<file path="config.mk">
export PLATFORM = sky130hd
export DESIGN_NAME = stage_sequencer
export DESIGN_NICKNAME = d
export VERILOG_FILES = /design/src/rtl/stage_sequencer.sv
export SDC_FILE = /design/constraint.sdc
export NUM_CORES = 1
export LEC_CHECK = 0
export ABC_AREA = 1
export BUFFER_PORTS_ARGS = -buffer_cell sky130_fd_sc_hd__buf_2
export CAP_MARGIN = 20
export CORE_AREA = 3 3 117 119
export CTS_CLUSTER_DIAMETER = 80
export DETAILED_ROUTE_END_ITERATION = 10
export DIE_AREA = 0 0 120 122
export GPL_ROUTABILITY_DRIVEN = 1
export GPL_TIMING_DRIVEN = 0
export PLACE_DENSITY = 0.82
export SLEW_MARGIN = 5
export SYNTH_ARGS = -nofsm -noshare
export SYNTH_HDL_FRONTEND = slang
export SYNTH_SLANG_ARGS = --single-unit
</file>
<file path="constraint.sdc">
create_clock -name clock -period 5.7 [get_ports clock]
set_input_delay 0.855 -clock clock [delete_from_list [all_inputs] [get_ports clock]]
set_output_delay 0.855 -clock clock [all_outputs]
set_load 0.01 [all_outputs]
</file>
<file path="src/rtl/stage_sequencer.sv">
// -----------------------------------------------------------------------------
// stage_sequencer
//
// Runs a chain of N_STAGES processing stages one after another. Each stage is
// kicked with a one-cycle start pulse and then owns the shared memory port
// until it reports completion. Stages can be bypassed with a skip mask, and a
// per-stage timeout aborts the run if a stage hangs.
//
// Ports
//   clock          in   rising-edge clock
//   rst            in   asynchronous active-high reset
//   en             in   start request, only looked at while idle
//   skip_mask      in   N_STAGES  bit i=1 bypasses stage i (latched on start)
//   timeout_limit  in   TMO_W     max WAIT cycles per stage, 0 = no timeout
//                                 (latched on start)
//   stage_start    out  N_STAGES  one-cycle start pulse for the granted stage
//   stage_done     in   N_STAGES  per-stage completion level
//   stage_addr     in   N_STAGES*ADDR_W  flattened, stage i at [i*ADDR_W +: ADDR_W]
//   stage_wr_en    in   N_STAGES  per-stage write enables
//   stage_wdata    in   N_STAGES*DATA_W  flattened like stage_addr
//   mem_addr       out  ADDR_W    granted stage's address (0 when no grant)
//   mem_wr_en      out  1         granted stage's write enable (0 when no grant)
//   mem_wdata      out  DATA_W    granted stage's write data (0 when no grant)
//   cur_stage      out  index of the granted stage
//   busy           out  high whenever the sequencer is not idle
//   done           out  one-cycle end-of-run pulse (normal or aborted)
//   err_timeout    out  sticky: last run was aborted by a timeout
//   err_stage      out  index of the stage that timed out
//   state_dbg      out  3   raw FSM state for debug / checker binding
//
// Stage handshake: the sequencer raises stage_start[i] for exactly one cycle
// and from the following cycle on samples stage_done[i] as a level every
// cycle; the first cycle it sees stage_done[i]=1 completes the stage. Only the
// granted stage's done bit is ever looked at, so a stage may leave its done
// level high after it has been released.
// -----------------------------------------------------------------------------
module stage_sequencer #(
  parameter int N_STAGES = 8,
  parameter int ADDR_W   = 11,
  parameter int DATA_W   = 16,
  parameter int TMO_W    = 16
) (
  input  logic                         clock,
  input  logic                         rst,
  input  logic                         en,
  input  logic [N_STAGES-1:0]          skip_mask,
  input  logic [TMO_W-1:0]             timeout_limit,
  output logic [N_STAGES-1:0]          stage_start,
  input  logic [N_STAGES-1:0]          stage_done,
  input  logic [N_STAGES*ADDR_W-1:0]   stage_addr,
  input  logic [N_STAGES-1:0]          stage_wr_en,
  input  logic [N_STAGES*DATA_W-1:0]   stage_wdata,
  output logic [ADDR_W-1:0]            mem_addr,
  output logic                         mem_wr_en,
  output logic [DATA_W-1:0]            mem_wdata,
  output logic [$clog2(N_STAGES)-1:0]  cur_stage,
  output logic                         busy,
  output logic                         done,
  output logic                         err_timeout,
  output logic [$clog2(N_STAGES)-1:0]  err_stage,
  output logic [2:0]                   state_dbg
);

  localparam int IDX_W = $clog2(N_STAGES);

  typedef enum logic [2:0] {
    S_IDLE   = 3'd0,
    S_START  = 3'd1,
    S_WAIT   = 3'd2,
    S_NEXT   = 3'd3,
    S_FINISH = 3'd4,
    S_ERROR  = 3'd5
  } state_t;

  state_t              state_q,       state_d;
  logic [IDX_W-1:0]    cur_stage_q,   cur_stage_d;
  logic [TMO_W-1:0]    timer_q,       timer_d;
  logic [N_STAGES-1:0] mask_q,        mask_d;
  logic [TMO_W-1:0]    limit_q,       limit_d;
  logic                err_timeout_q, err_timeout_d;
  logic [IDX_W-1:0]    err_stage_q,   err_stage_d;

  // Lowest non-skipped stage index >= floor_idx.
  // Result is {found, index}; index is meaningless when found=0.
  // floor_idx is one bit wider than an index so "past the last stage" fits.
  function automatic logic [IDX_W:0] find_free(
    input logic [N_STAGES-1:0] mask,
    input logic [IDX_W:0]      floor_idx
  );
    logic [IDX_W:0] res;
    res = '0;
    // Scanning downward lets the lowest qualifying index win.
    for (int i = N_STAGES - 1; i >= 0; i--) begin
      if (!mask[i] && (i >= int'(floor_idx))) begin
        res = {1'b1, IDX_W'(i)};
      end
    end
    return res;
  endfunction

  logic [IDX_W:0]   first_pick;
  logic [IDX_W:0]   next_pick;
  logic [IDX_W:0]   next_floor;
  logic [TMO_W-1:0] timer_inc;
  logic             timeout_hit;
  logic             cur_done;
  logic             grant;

  // The first stage is chosen from the live mask because it is latched in
  // the very same cycle.
  assign first_pick = find_free(skip_mask, '0);
  assign next_floor = {1'b0, cur_stage_q} + (IDX_W + 1)'(1);
  assign next_pick  = find_free(mask_q, next_floor);

  // Saturating increment: the timer sticks at all-ones instead of wrapping,
  // so a disabled timeout can never alias back onto a small limit.
  assign timer_inc   = (timer_q == '1) ? timer_q : timer_q + TMO_W'(1);
  // Comparing the incremented value means a limit of L allows exactly L
  // WAIT cycles before ERROR.
  assign timeout_hit = (limit_q != '0) && (timer_inc == limit_q);
  assign cur_done    = stage_done[cur_stage_q];

  // ---------------------------------------------------------------------------
  // State register
  // ---------------------------------------------------------------------------
  always_ff @(posedge clock or posedge rst) begin
    if (rst) begin
      state_q       <= S_IDLE;
      cur_stage_q   <= '0;
      timer_q       <= '0;
      mask_q        <= '0;
      limit_q       <= '0;
      err_timeout_q <= 1'b0;
      err_stage_q   <= '0;
    end else begin
      state_q       <= state_d;
      cur_stage_q   <= cur_stage_d;
      timer_q       <= timer_d;
      mask_q        <= mask_d;
      limit_q       <= limit_d;
      err_timeout_q <= err_timeout_d;
      err_stage_q   <= err_stage_d;
    end
  end

  // ---------------------------------------------------------------------------
  // Next-state logic
  // ---------------------------------------------------------------------------
  always_comb begin
    state_d       = state_q;
    cur_stage_d   = cur_stage_q;
    timer_d       = timer_q;
    mask_d        = mask_q;
    limit_d       = limit_q;
    err_timeout_d = err_timeout_q;
    err_stage_d   = err_stage_q;

    case (state_q)
      S_IDLE: begin
        if (en) begin
          mask_d        = skip_mask;
          limit_d       = timeout_limit;
          err_timeout_d = 1'b0;
          if (first_pick[IDX_W]) begin
            cur_stage_d = first_pick[IDX_W-1:0];
            state_d     = S_START;
          end else begin
            // Everything bypassed: the run is just the done pulse.
            state_d = S_FINISH;
          end
        end
      end

      S_START: begin
        timer_d = '0;
        state_d = S_WAIT;
      end

      S_WAIT: begin
        timer_d = timer_inc;
        // Completion is checked first so it beats a coincident timeout.
        if (cur_done) begin
          state_d = S_NEXT;
        end else if (timeout_hit) begin
          // Flags are loaded on the way in so they are already valid while
          // the abort's done pulse is on the output.
          state_d       = S_ERROR;
          err_timeout_d = 1'b1;
          err_stage_d   = cur_stage_q;
        end
      end

      S_NEXT: begin
        if (next_pick[IDX_W]) begin
          cur_stage_d = next_pick[IDX_W-1:0];
          state_d     = S_START;
        end else begin
          state_d = S_FINISH;
        end
      end

      S_FINISH: state_d = S_IDLE;
      S_ERROR:  state_d = S_IDLE;
      default:  state_d = S_IDLE;
    endcase
  end

  // ---------------------------------------------------------------------------
  // Outputs: all decoded from registered state, so reset forces them at once.
  // ---------------------------------------------------------------------------
  assign grant = (state_q == S_START) || (state_q == S_WAIT);

  always_comb begin
    stage_start = '0;
    if (state_q == S_START) begin
      stage_start = N_STAGES'(1) << cur_stage_q;
    end
  end

  // Memory port: only the granted stage is ever routed; everything else sees
  // a quiet bus, which keeps stray write enables off the shared memory.
  always_comb begin
    mem_addr  = '0;
    mem_wr_en = 1'b0;
    mem_wdata = '0;
    if (grant) begin
      mem_addr  = stage_addr[int'(cur_stage_q) * ADDR_W +: ADDR_W];
      mem_wr_en = stage_wr_en[cur_stage_q];
      mem_wdata = stage_wdata[int'(cur_stage_q) * DATA_W +: DATA_W];
    end
  end

  assign cur_stage   = cur_stage_q;
  assign busy        = (state_q != S_IDLE);
  assign done        = (state_q == S_FINISH) || (state_q == S_ERROR);
  assign err_timeout = err_timeout_q;
  assign err_stage   = err_stage_q;
  assign state_dbg   = state_q;

endmodule

</file>
# [Word-level counts from Yosys, hierarchy flattened]
# Index checks and enable logic that the tools add are counted.
[op_classes] eq_ne=13 add_sub_neg=2 reduce_logical=30 n_lt_le_gt_ge=9 n_mul=1 mux=40 n_shift=3 n_bitwise=1
[ops] cell="$shiftx A128 B8 Y16" n=1
[ops] cell="$shiftx A88 B8 Y11" n=1
[ops] cell="$mux W4" n=16
[ops] cell="$mux W16" n=2
[ops] cell="$pmux W16 S2" n=1
[ops] cell="$mux W3" n=8
[ops] cell="$add A16 B1 Y16 const B" n=1
[ops] cell="$eq A16 B16 Y1" n=1
[ops] cell="$eq A16 B16 Y1 const B" n=1
[ops] cell="$ge A3 B4 Y1 const A" n=4
[ops] cell="$reduce_bool A16 Y1" n=1
[ops] cell="$pmux W3 S4" n=1
[ops] cell="$mux W11" n=1
[ops] cell="$ne A2 B2 Y1 const B" n=5
[ops] cell="$logic_and A1 B1 Y1" n=9
[ops] cell="$ge A1 B4 Y1 const A" n=2
[ops] cell="$ge A2 B4 Y1 const A" n=2
[ops] cell="$logic_not A1 Y1" n=8
[ops] cell="$mux W8" n=1
[ops] cell="$reduce_and A4 Y1" n=2
[ops] cell="$shl A1 B3 Y8 const A" n=1
[ops] cell="$mul A3 B4 Y7 const B" n=1
[ops] cell="$bmux W1 S3" n=2
[ops] cell="$eq A3 B2 Y1 const B" n=2
[ops] cell="other kinds (15)" n=25
[word_totals] output_inout_bits=48 reg_bits=50 inputBits=259

# [Logic depth before layout (Yosys ltp)]
# Gate-level depths: netlist of the first run.
[logic_depth] ltp_word=13 mapped_depth=17 ltp_nobuf=17

# [Worst setup path before layout of the first run]
# No wires, ideal clock.
[synth_path] path_type="register to output" startpoint="reg cur_stage_q[0], in the netlist cur_stage[0]" endpoint="out mem_addr[2]" path_slack_ns=3.020 t_arrival_ns=1.825 required_time_ns=4.845 stages_incl_launch_ff=9 cell_sequence="dfrtp_1 -> buf_2 -> clkinv_1 -> clkbuf_1 -> clkbuf_1 -> nor2_1 -> o22ai_1 -> o21ai_0 -> a31oi_1"
[synth_via] elab_chain_len=3
[synth_rtl] item="start, declared" line="76" rtl="logic [IDX_W-1:0] cur_stage_q, cur_stage_d;"
[synth_rtl] item="start signal, assigned" line="137" rtl="cur_stage_q <= cur_stage_d;"
[synth_rtl] item="$mul A3 B4 Y7" line="227" rtl="mem_addr = stage_addr[int'(cur_stage_q) * ADDR_W +: ADDR_W];"
[synth_rtl] item="$shiftx A88 B8 Y11" line="227"
[synth_rtl] item="$mux W11" line="226" rtl="if (grant) begin"
[synth_rtl] item="end, declared" line="53" rtl="output logic [ADDR_W-1:0] mem_addr,"
# Every way passes these cells.

# [Final worst setup path of the first run]
[layout_path] startpoint="reg cur_stage_q[0], in the netlist cur_stage[0]" endpoint="out mem_wdata[10]"
[layout_via] elab_chain_len=2
[layout_rtl] item="$shiftx A128 B8 Y16" line="229" rtl="mem_wdata = stage_wdata[int'(cur_stage_q) * DATA_W +: DATA_W];"
[layout_rtl] item="$mux W16" line="226"
[layout_rtl] item="end, declared" line="55" rtl="output logic [DATA_W-1:0] mem_wdata,"
# Every way passes these cells.

==> flow_summary_export.csv, run 1 <==
group,metric,value,unit
placed_design,port_buffers,306,
final_layout,areaGrowthSynthToFinish,36.73,%
critical_path,crit_slowest_cell,"o21ai_0",
placed_design,dp_hpwl,21710,um
critical_path,crit_fanout,10,
synth,syn_area_per_cell,5.770,um2
synth,synthDistinctLibCells,31,
grt,top_usage_layer,"met2",
synth,synth.mux.area_fraction,0,%
final_layout,finalNonFillerCells,1396,
critical_path,critPathBufInv,5,
sta,setup-violations-final,0,
sta,worst_pin_slew,0.9242,ns
final_layout,layout-drive-gt1-share,28.13,%
floorplanning,core_area,12670,um2
sta,hold_ws,0.4719,ns
clock_tree,post_cts_resized,0,
floorplanning,num_rows,41,
clock_tree,cts.clk_slew.worst_paths,0.07,ns
sta,post-route-period-util,75.01,%
synth,ys_seq_area_share,23.88,%
critical_path,required,4.85,ns
flow_run,maxCapViolations,0,
clock_tree,h-tree-depth,2,
synth,syn_inst,908,
drt,routed_via_density,5.556,
clock_tree,cts_buffers,5,
critical_path,r2r_start,"cur_stage[1]",
min_path,holdPathEnd,"err_stage[0]",
floorplanning,die_x,120,um
synth,synth-adder-area-share,1.911,%
drt,wl,26770,um
synth,ys.warnings.count,0,
floorplanning,die_area,14640,um2
min_path,hold_path_depth,2,
clock_tree,post_cts_buffers,0,
grt,grt_use_met1,48.00,%
clock_tree,clock-sinks,50,
drt,wl_per_cell,19.17,um
sta,rsz0062_at_grt,"no",
clock_tree,clk_path_buf_depth,2,
floorplanning,start_util,41.34,%
grt,grt_use_met3,10.49,%
power,p_leak,3.699,nW
synth,synth_fp_nets,1175,
grt,grt_overflow,0,
synth,synth_xor_area_share,1.170,%
sta,hold_viol_final,0,
drt,detail_route.first_pass.iterations,6,
critical_path,worst_setup_path_start_kind,"flip-flop",
critical_path,r2r_slack,2.07,ns
grt,grt_max_degree,27,
grt,grt_pass1_wl,38670,um
placed_design,placed_area,7005,um2
critical_path,max_stage_delay,0.59,ns
critical_path,r2r_end,"cur_stage[2]",
placed_design,place.gp.congestion,0.9855,
clock_tree,postCtsHoldBufs,0,
drt,ant_nets,0,
clock_tree,cts_tree,"yes",
grt,met2_usage,52.05,%
final_layout,nets,1489,
critical_path,rr_worst_depth,15,
floorplanning,ioPinCount,307,
critical_path,critPathCaptureType,"output port",
final_layout,finish.instance_area,7163,um2
grt,grt_usage,34.41,%
synth,synth_top_family_by_area,"simple AND/OR/NAND/NOR gates",
critical_path,path_cells,"buf_2 -> clkinv_1 -> clkbuf_1 -> clkbuf_1 -> o21ai_0 -> o22ai_1 -> o21ai_0 -> a31oi_1 -> buf_2",
sta,slew_headroom,38.16,%
critical_path,path_delay_family,"buffers and inverters",
drt,drtIter0Drc,801,
synth,netlist_area,5239,um2
status,outcome,"finished, final reports clean",
floorplanning,die_h,122,um
min_path,min_path_type,"reg -> reg",
drt,drc,0,
critical_path,path_class,"reg -> out",
sta,period_minus_slack,4.275,ns
synth,synth_seq_cells,50,
clock_tree,cts-root-buf,"clkbuf_16",
drt,vias,7756,
power,vdd_drop_max,0.2175,mV
sta,slew_viol_final,0,
synth,synth_compound_area_share,26.20,%
sta,max_freq,0.2339,GHz
power,p_per_area,473.4,nW/um2
min_path,hp-start,"err_stage[0]",
sta,finalSetupTns,0,ns
critical_path,cp.arrival,3.42,ns
grt,antenna_found_initial,2,
grt,grt_pass1_vias,7032,
synth,synth-simple-area-share,37.59,%
clock_tree,clkLatencyLatePin,0.30,ns
sta,fin_skew,0.007012,ns
placed_design,dp_cells,1387,
==> cells in the final DEF, fill, tap and decap left out, types with 2 or more instances in the layout <==
| cell type | count |
|---|---|
| o21ai_1 | 2 |
| nand3_1 | 40 |
| nand2_2 | 7 |
| ha_1 | 8 |
| nor2_1 | 219 |
| dfrtp_1 | 50 |
| nand4_1 | 12 |
| xor2_1 | 7 |
| nor2_2 | 6 |
| clkbuf_16 | 5 |
| nand2_1 | 146 |
| buf_2 | 307 |
| nor3_1 | 9 |
| inv_1 | 65 |
| clkbuf_1 | 55 |
| a21oi_1 | 5 |
| nor4_1 | 3 |
| clkinv_1 | 2 |
| o21ai_0 | 185 |
| nand3_2 | 4 |
| a31oi_1 | 30 |
| nand3b_1 | 6 |
| o22ai_1 | 32 |
| nor2_4 | 5 |
==> registers in the layout (all words and copies together), names as in the netlist <==
signal	flops
err_stage	3
limit_q	16
timer_q	16
mask_q	8
cur_stage	3
state_dbg	3
err_timeout	1
==> metal layers <==
| metal | vias up | routed length, um |
|---|---|---|
| met2 | 546 | 11650 |
| li1 | 3662 | - |
| met3 | 60 | 3216 |
| met4 | 2 | 625 |
| met5 | - | 11 |
| met1 | 3486 | 11270 |
==> how the worst max path moves through the flow <==
| stage | slack [ns] | startpoint | endpoint | cells after the start |
|---|---|---|---|---|
| floorplan | 3.02 | cur_stage[0] | mem_addr[2] | 8 |
| global placement | 1.96 | cur_stage[0] | mem_addr[10] | 9 |
| detailed placement | 1.95 | cur_stage[0] | mem_addr[10] | 9 |
| CTS | 1.61 | cur_stage[0] | mem_addr[10] | 9 |
| global route | 1.33 | cur_stage[0] | mem_addr[10] | 9 |
| finish | 1.42 | cur_stage[0] | mem_wdata[10] | 9 |
==> per-stage QoR <==
stage | setup slack, ns | util [%] | total power, mW
floorplan | 3.020 | - | 2.109
global placement | 1.964 | 55.13 | 2.952
detailed placement | 1.949 | 55.29 | 2.979
CTS | 1.613 | 56.51 | 3.313
global route | 1.333 | 56.53 | 3.667
finish | 1.425 | 56.53 | 3.391
==> cells by family after synthesis <==
family / after synthesis
xor gates and xnor gates: 7
adders and majority gates: 8
buffers and inverters: 126
AOI/OAI and AO/OA: 257
DFF: 50
and+or+nand+nor: 460
==> cell type report <==
cell class | count | area [um2]
Antenna cell | 1 | 2.502
Buffer | 57 | 222.7
Clock buffer | 6 | 138.9
Clock inverter | 2 | 16.27
Fill cell | 1313 | 5508
Inverter | 69 | 261.5
Multi-Input combinational cell | 732 | 3503
Sequential cell | 50 | 1251
Tap cell | 172 | 215.2
Timing Repair Buffer | 307 | 1551
==> worst min-delay path, stage by stage, from the launching register on <==
cell and delay, ns:
dfrtp_1 0.34, nand2_1 0.05, nand2_1 0.05
==> power by group <==
| group | internal, mW | switching (mW) |
|---|---|---|
| logic | 0.808 | 1.69 |
| registers | 0.468 | 0.104 |
| clock network | 0.177 | 0.147 |
| total | 1.45 | 1.94 |
==> synth_stat cells (all sizes together) <==
cell	number	area share, %
nor4	3	0.36
a21oi	5	0.48
o21ai	187	18
a31oi	30	3.6
nand2	154	12
nand4	12	1.4
nor2	231	18
dfrtp	50	24
nor3	9	0.86
nand3	44	4.6
inv	67	4.8
xor2	7	1.2
a22oi	1	0.14
o22ai	32	3.8
clkinv	2	0.14
buf	2	0.31
o21bai	1	0.14
o221ai	1	0.17
clkbuf	55	3.9
ha	8	1.9
or2	1	0.12
nand3b	6	0.86
No activity file was read; power rests on OpenSTA's default activity.
==> run 2: changes to the inputs <==
Settings changed: CORE_AREA 3 3 117 119 to 3 3 119 121, DIE_AREA 0 0 120 122 to 0 0 122 124, PLACE_DENSITY 0.82 to 0.8.
Clock period 5.7 ns to 4.25 ns, I/O delays scaled along.
==> flow_summary_export.csv, run 2 (same netlist as run 1, synthesis figures left out) <==
group,metric,value,unit
final_layout,reg_top3,"limit_q (16), timer_q (16), mask_q (8)",
grt,grt_overflow,0,
final_layout,fill_cells,1410,
clock_tree,post_cts_buffers,0,
floorplanning,die_x,122,um
sta,slew_viol_final,0,
sta,finalSetupTns,0,ns
drt,routed_via_density,5.550,
drt,detail_route.first_pass.iterations,5,
clock_tree,clk_path_buf_depth,2,
power,p_leak,3.687,nW
floorplanning,core_area,13190,um2
clock_tree,clkLatencyLatePin,0.30,ns
clock_tree,cts_buffers,5,
grt,grt_pass1_vias,6955,
critical_path,cp.arrival,3.25,ns
clock_tree,cts-root-buf,"clkbuf_16",
placed_design,dp_hpwl,23350,um
grt,grt_max_degree,33,
drt,drtIter0Drc,917,
flow_run,maxCapViolations,0,
final_layout,multiInputGateArea,3503,um2
final_layout,final_cell_mix,"buf_2, nor2_1, o21ai_0",
sta,post-route-period-util,91.43,%
floorplanning,ioPinCount,307,
sta,rsz0062_at_grt,"no",
clock_tree,cts.clk_slew.worst_paths,0.07,ns
drt,drc,0,
drt,ant_nets,0,
drt,wl,27830,um
floorplanning,die_area,15130,um2
grt,antenna_found_initial,1,
final_layout,seq_area,1251,um2
sta,period_minus_slack,3.886,ns
clock_tree,postCtsHoldBufs,0,
sta,setup-violations-final,0,
sta,max_freq,0.2574,GHz
placed_design,place.gp.congestion,0.9844,
min_path,min_path_type,"in -> async",
critical_path,rr_worst_depth,15,
sta,slew_headroom,52.63,%
drt,vias,7765,
critical_path,worst_setup_path_start_kind,"flip-flop",
grt,grt_usage,35.26,%
critical_path,path_class,"reg -> out",
clock_tree,cts_tree,"yes",
sta,hold_viol_final,0,
critical_path,critPathCaptureType,"output port",
clock_tree,post_cts_resized,0,
status,outcome,"finished, final reports clean",
floorplanning,die_h,124,um
sta,fin_skew,0.005182,ns
placed_design,port_buffers,306,
floorplanning,num_rows,42,
sta,hold_ws,0.3514,ns
clock_tree,clock-sinks,50,
final_layout,areaGrowthSynthToFinish,36.54,%
sta,worst_pin_slew,0.7105,ns
clock_tree,h-tree-depth,2,
final_layout,nets,1489,
critical_path,crit_fanout,10,
floorplanning,start_util,39.72,%
power,vdd_drop_max,0.3575,mV
power,p_per_area,621.2,nW/um2
critical_path,required,3.61,ns
final_layout,layout-drive-gt1-share,28.07,%
final_layout,layout_commonest_cell,"buf_2",
drt,wl_per_cell,19.89,um
grt,grt_pass1_wl,39920,um
## run 2: worst max-delay path, cell delays in order (launching register included)
cell and delay, ns:
dfrtp_1 0.44, clkbuf_1 0.27, inv_1 0.28, clkbuf_1 0.44, clkbuf_1 0.47, o21ai_0 0.21, o22ai_1 0.28, o21ai_0 0.13
a31oi_1 0.24, buf_2 0.18
## run 2: cell type report
type,count,share of cell area (%)
Clock inverter,2,0.2099
Tap cell,176,3.079
Multi-Input combinational cell,732,48.98
Buffer,57,3.114
Timing Repair Buffer,307,21.69
Sequential cell,50,17.49
Clock buffer,5,1.749
Inverter,69,3.656
Antenna cell,1,0.03498
## run 2: stage by stage
step	setup slack [ns]	area [um2]	util, %	power (mW)	std cells
2_1_floorplan	1.732	5239	-	2.829	908
3_3_place_gp	0.8512	6990	53.00	3.930	1390
3_5_place_dp	0.7222	7010	53.15	3.954	1391
4_1_cts	0.3822	7151	54.21	4.369	1398
5_1_grt	0.1902	7151	54.21	4.811	1398
6_report	0.3643	7153	54.23	4.443	1399
## run 2: routing by layer
metal	global-route usage, %	vias up	part of all wire, %
li1	-	3659	-
met1	49.19	3551	42
met2	52.18	506	42
met3	12.40	47	14
met4	8.473	2	2.4
met5	0	-	0.029
## run 2: path summary, 6_finish.rpt
check	startpoint	endpoint	slack, ns
max in group asynchronous	rst	mask_q[4]	3.37
hold / removal	rst	timer_q[9]	0.35
hold reg to reg	mask_q[7]	mask_q[7]	0.47
min in group clock	mask_q[7]	mask_q[7]	0.47
setup reg to reg	cur_stage[1]	cur_stage[2]	0.78
setup / recovery	cur_stage[1]	mem_wdata[14]	0.36
## run 2: report_power, final
group          switching [mW]  total [mW]  internal, mW
logic                    2.21        3.29          1.08
clock network           0.182       0.397         0.215
registers               0.131       0.759         0.628
total                    2.52        4.44          1.92
==> run 3: changes to the inputs <==
Settings changed: ABC_AREA 1 to default, CORE_AREA 3 3 119 121 to 3 3 117 119, DIE_AREA 0 0 122 124 to 0 0 120 122.
==> flow_summary_export.csv, run 3 <==
group,metric,value,unit
synth,synth_compound_area_share,12.70,%
sta,period_minus_slack,3.858,ns
critical_path,r2r_slack,0.39,ns
placed_design,place.gp.congestion,1.013,
sta,max_freq,0.2592,GHz
final_layout,final_cell_mix,"buf_2, nand2_1, mux4_2",
sta,setup-violations-final,0,
synth,synth_top_family_by_area,"multiplexers",
synth,synth_most_common_cell,"nand2_1",
synth,synth.mux.area_fraction,27.91,%
drt,drc,0,
placed_design,port_buffers,306,
final_layout,nets,1136,
synth,syn_inst,555,
drt,routed_via_density,5.837,
grt,antenna_found_initial,8,
critical_path,max_stage_delay,0.52,ns
sta,timing.final.ws_setup,0.3921,ns
clock_tree,clk_path_buf_depth,2,
clock_tree,clkLatencyLatePin,0.29,ns
clock_tree,cts-root-buf,"clkbuf_16",
power,p_per_area,634.5,nW/um2
power,p_leak,3.487,nW
synth,synth_fp_nets,822,
sta,fin_skew,0.004663,ns
synth,netlist_area,4985,um2
clock_tree,post_cts_buffers,0,
sta,worst_pin_slew,0.9546,ns
power,vdd_drop_max,0.3244,mV
grt,grt_overflow,0,
final_layout,areaGrowthSynthToFinish,39.23,%
synth,synthTopCellsByArea,"mux4_2, dfrtp_1, nand2_1, a21oi_1, xnor2_1",
floorplanning,die_area,14640,um2
placed_design,pre_cts_ws,0.1191,ns
critical_path,crit_fanout,10,
flow_run,maxCapViolations,0,
critical_path,critPathCaptureType,"flip-flop",
synth,ys.warnings.count,0,
synth,ys_async_sr_fraction,100.0,%
synth,synthDistinctLibCells,58,
synth,ys_top_cells_by_count,"nand2_1, mux4_2, dfrtp_1",
floorplanning,die_h,122,um
floorplanning,die_x,120,um
synth,synth_area_leader_cell,"mux4_2",
grt,grt_pass1_wl,32390,um
drt,ant_nets,0,
critical_path,path_class,"reg -> reg",
synth,synth-simple-area-share,23.90,%
synth,synth_edf_count,0,
sta,post-route-period-util,90.77,%
floorplanning,core_area,12670,um2
synth,synthFlopType,"dfrtp_1",
clock_tree,clock-sinks,50,
final_layout,fill_cells,1201,
critical_path,cp.arrival,4.08,ns
drt,detail_route.first_pass.iterations,5,
clock_tree,cts.clk_slew.worst_paths,0.07,ns
synth,ys_seq_area_share,25.10,%
grt,grt_max_degree,30,
sta,rsz0062_at_grt,"no",
clock_tree,cts_tree,"yes",
placed_design,dp_hpwl,18950,um
synth,synth_xor_area_share,4.217,%
floorplanning,start_util,39.34,%
synth,synth-adder-area-share,2.008,%
clock_tree,postCtsHoldBufs,0,
clock_tree,cts_buffers,5,
sta,hold_viol_final,0,
grt,grt_pass1_vias,5712,
sta,slew_viol_final,0,
min_path,min_path_type,"in -> async",
floorplanning,ioPinCount,307,
sta,slew_headroom,36.36,%
synth,synth_seq_cells,50,
sta,finalSetupTns,0,ns
synth,yosysTopAreaCellShare,26.20,%
status,outcome,"finished, final reports clean",
final_layout,layout-drive-gt1-share,45.34,%
drt,drtIter0Drc,579,
critical_path,crit_slowest_cell,"clkbuf_1",
synth,syn_area_per_cell,8.982,um2
critical_path,path_cells,"clkbuf_1 -> clkbuf_2 -> clkbuf_1 -> inv_1 -> ha_1 -> nor2b_1 -> nor2b_1 -> o21ai_0 -> o31ai_1 -> and2_1 -> o22ai_1 -> o221ai_1 -> o21a_1",
grt,grt_usage,29.07,%
floorplanning,num_rows,41,
clock_tree,post_cts_resized,0,
drt,vias,6094,
drt,wl,22730,um
final_layout,reg_top3,"limit_q (16), timer_q (16), mask_q (8)",
critical_path,required,4.48,ns
drt,wl_per_cell,21.77,um
clock_tree,h-tree-depth,2,
critical_path,worst_setup_path_start_kind,"flip-flop",
final_layout,layout_commonest_cell,"buf_2",
[run 3: through the flow]
step | hold slack (ns) | area (um2) | std cells | util, % | power [mW]
after CTS | 0.3974 | 6920 | 1041 | 54.62 | 4.352
after global placement | 0.4597 | 6731 | 1033 | 53.13 | 3.825
after detailed placement | 0.4664 | 6751 | 1034 | 53.28 | 3.881
after global routing | 0.4155 | 6935 | 1042 | 54.73 | 4.696
final | 0.3722 | 6940 | 1044 | 54.77 | 4.403
after floorplan | 0.4369 | 4985 | 555 | - | 2.859
[run 3: final timing paths]
check                      depth (start not counted)         start           end
min in group clock                                 1   err_timeout   err_timeout
setup / recovery                                  13  cur_stage[1]  cur_stage[2]
hold reg to reg                                    1   err_timeout   err_timeout
hold / removal                                     2           rst    limit_q[8]
max in group asynchronous                          3           rst  cur_stage[1]
setup reg to reg                                  13  cur_stage[1]  cur_stage[2]
[run 3: power by group]
group	total, mW	internal [mW]	leakage, nW	switching [mW]
clock network	0.464	0.291	0.0830	0.173
registers	0.815	0.627	0.649	0.187
logic	3.12	1.34	2.75	1.79
total	4.40	2.25	3.49	2.15
[run 3: per-layer routing]
metal	wire [um]	track usage, %
met5	111	0
met4	451	5.727
met3	2975	10.63
met2	10710	47.91
met1	8477	37.09
[run 3: worst max-delay path, delay by kind of cell (launching register included)]
kind	cells	cell delay, ns
AOI/OAI and AO/OA	5	1.05
adders and majority gates	1	0.25
buffers and inverters	4	1.40
DFF	1	0.42
and+or+nand+nor	3	0.68
[run 3: cell families (layout without fill, tap and decap cells)]
| kind of cell | after synthesis | count (layout) |
|---|---|---|
| buf+inv | 53 | 367 |
| mux | 66 | 66 |
| flops | 50 | 50 |
| compound gates | 101 | 101 |
| fa+ha+maj | 8 | 8 |
| other cells | 0 | 3 |
| xor+xnor | 24 | 24 |
| simple gates | 253 | 253 |
[run 3: cell type report]
| type | instances | area (um2) | share of cell area [%] |
|---|---|---|---|
| clock inverters | 1 | 30.03 | 0.4327 |
| repair buffers | 308 | 1567 | 22.57 |
| plain buffers | 41 | 163.9 | 2.362 |
| well taps | 172 | 215.2 | 3.101 |
| clock buffers | 6 | 138.9 | 2.001 |
| diodes | 3 | 7.507 | 0.1082 |
| inverters | 11 | 41.29 | 0.5949 |
| flip-flops and latches | 50 | 1251 | 18.03 |
| multi-input cells | 452 | 3526 | 50.80 |
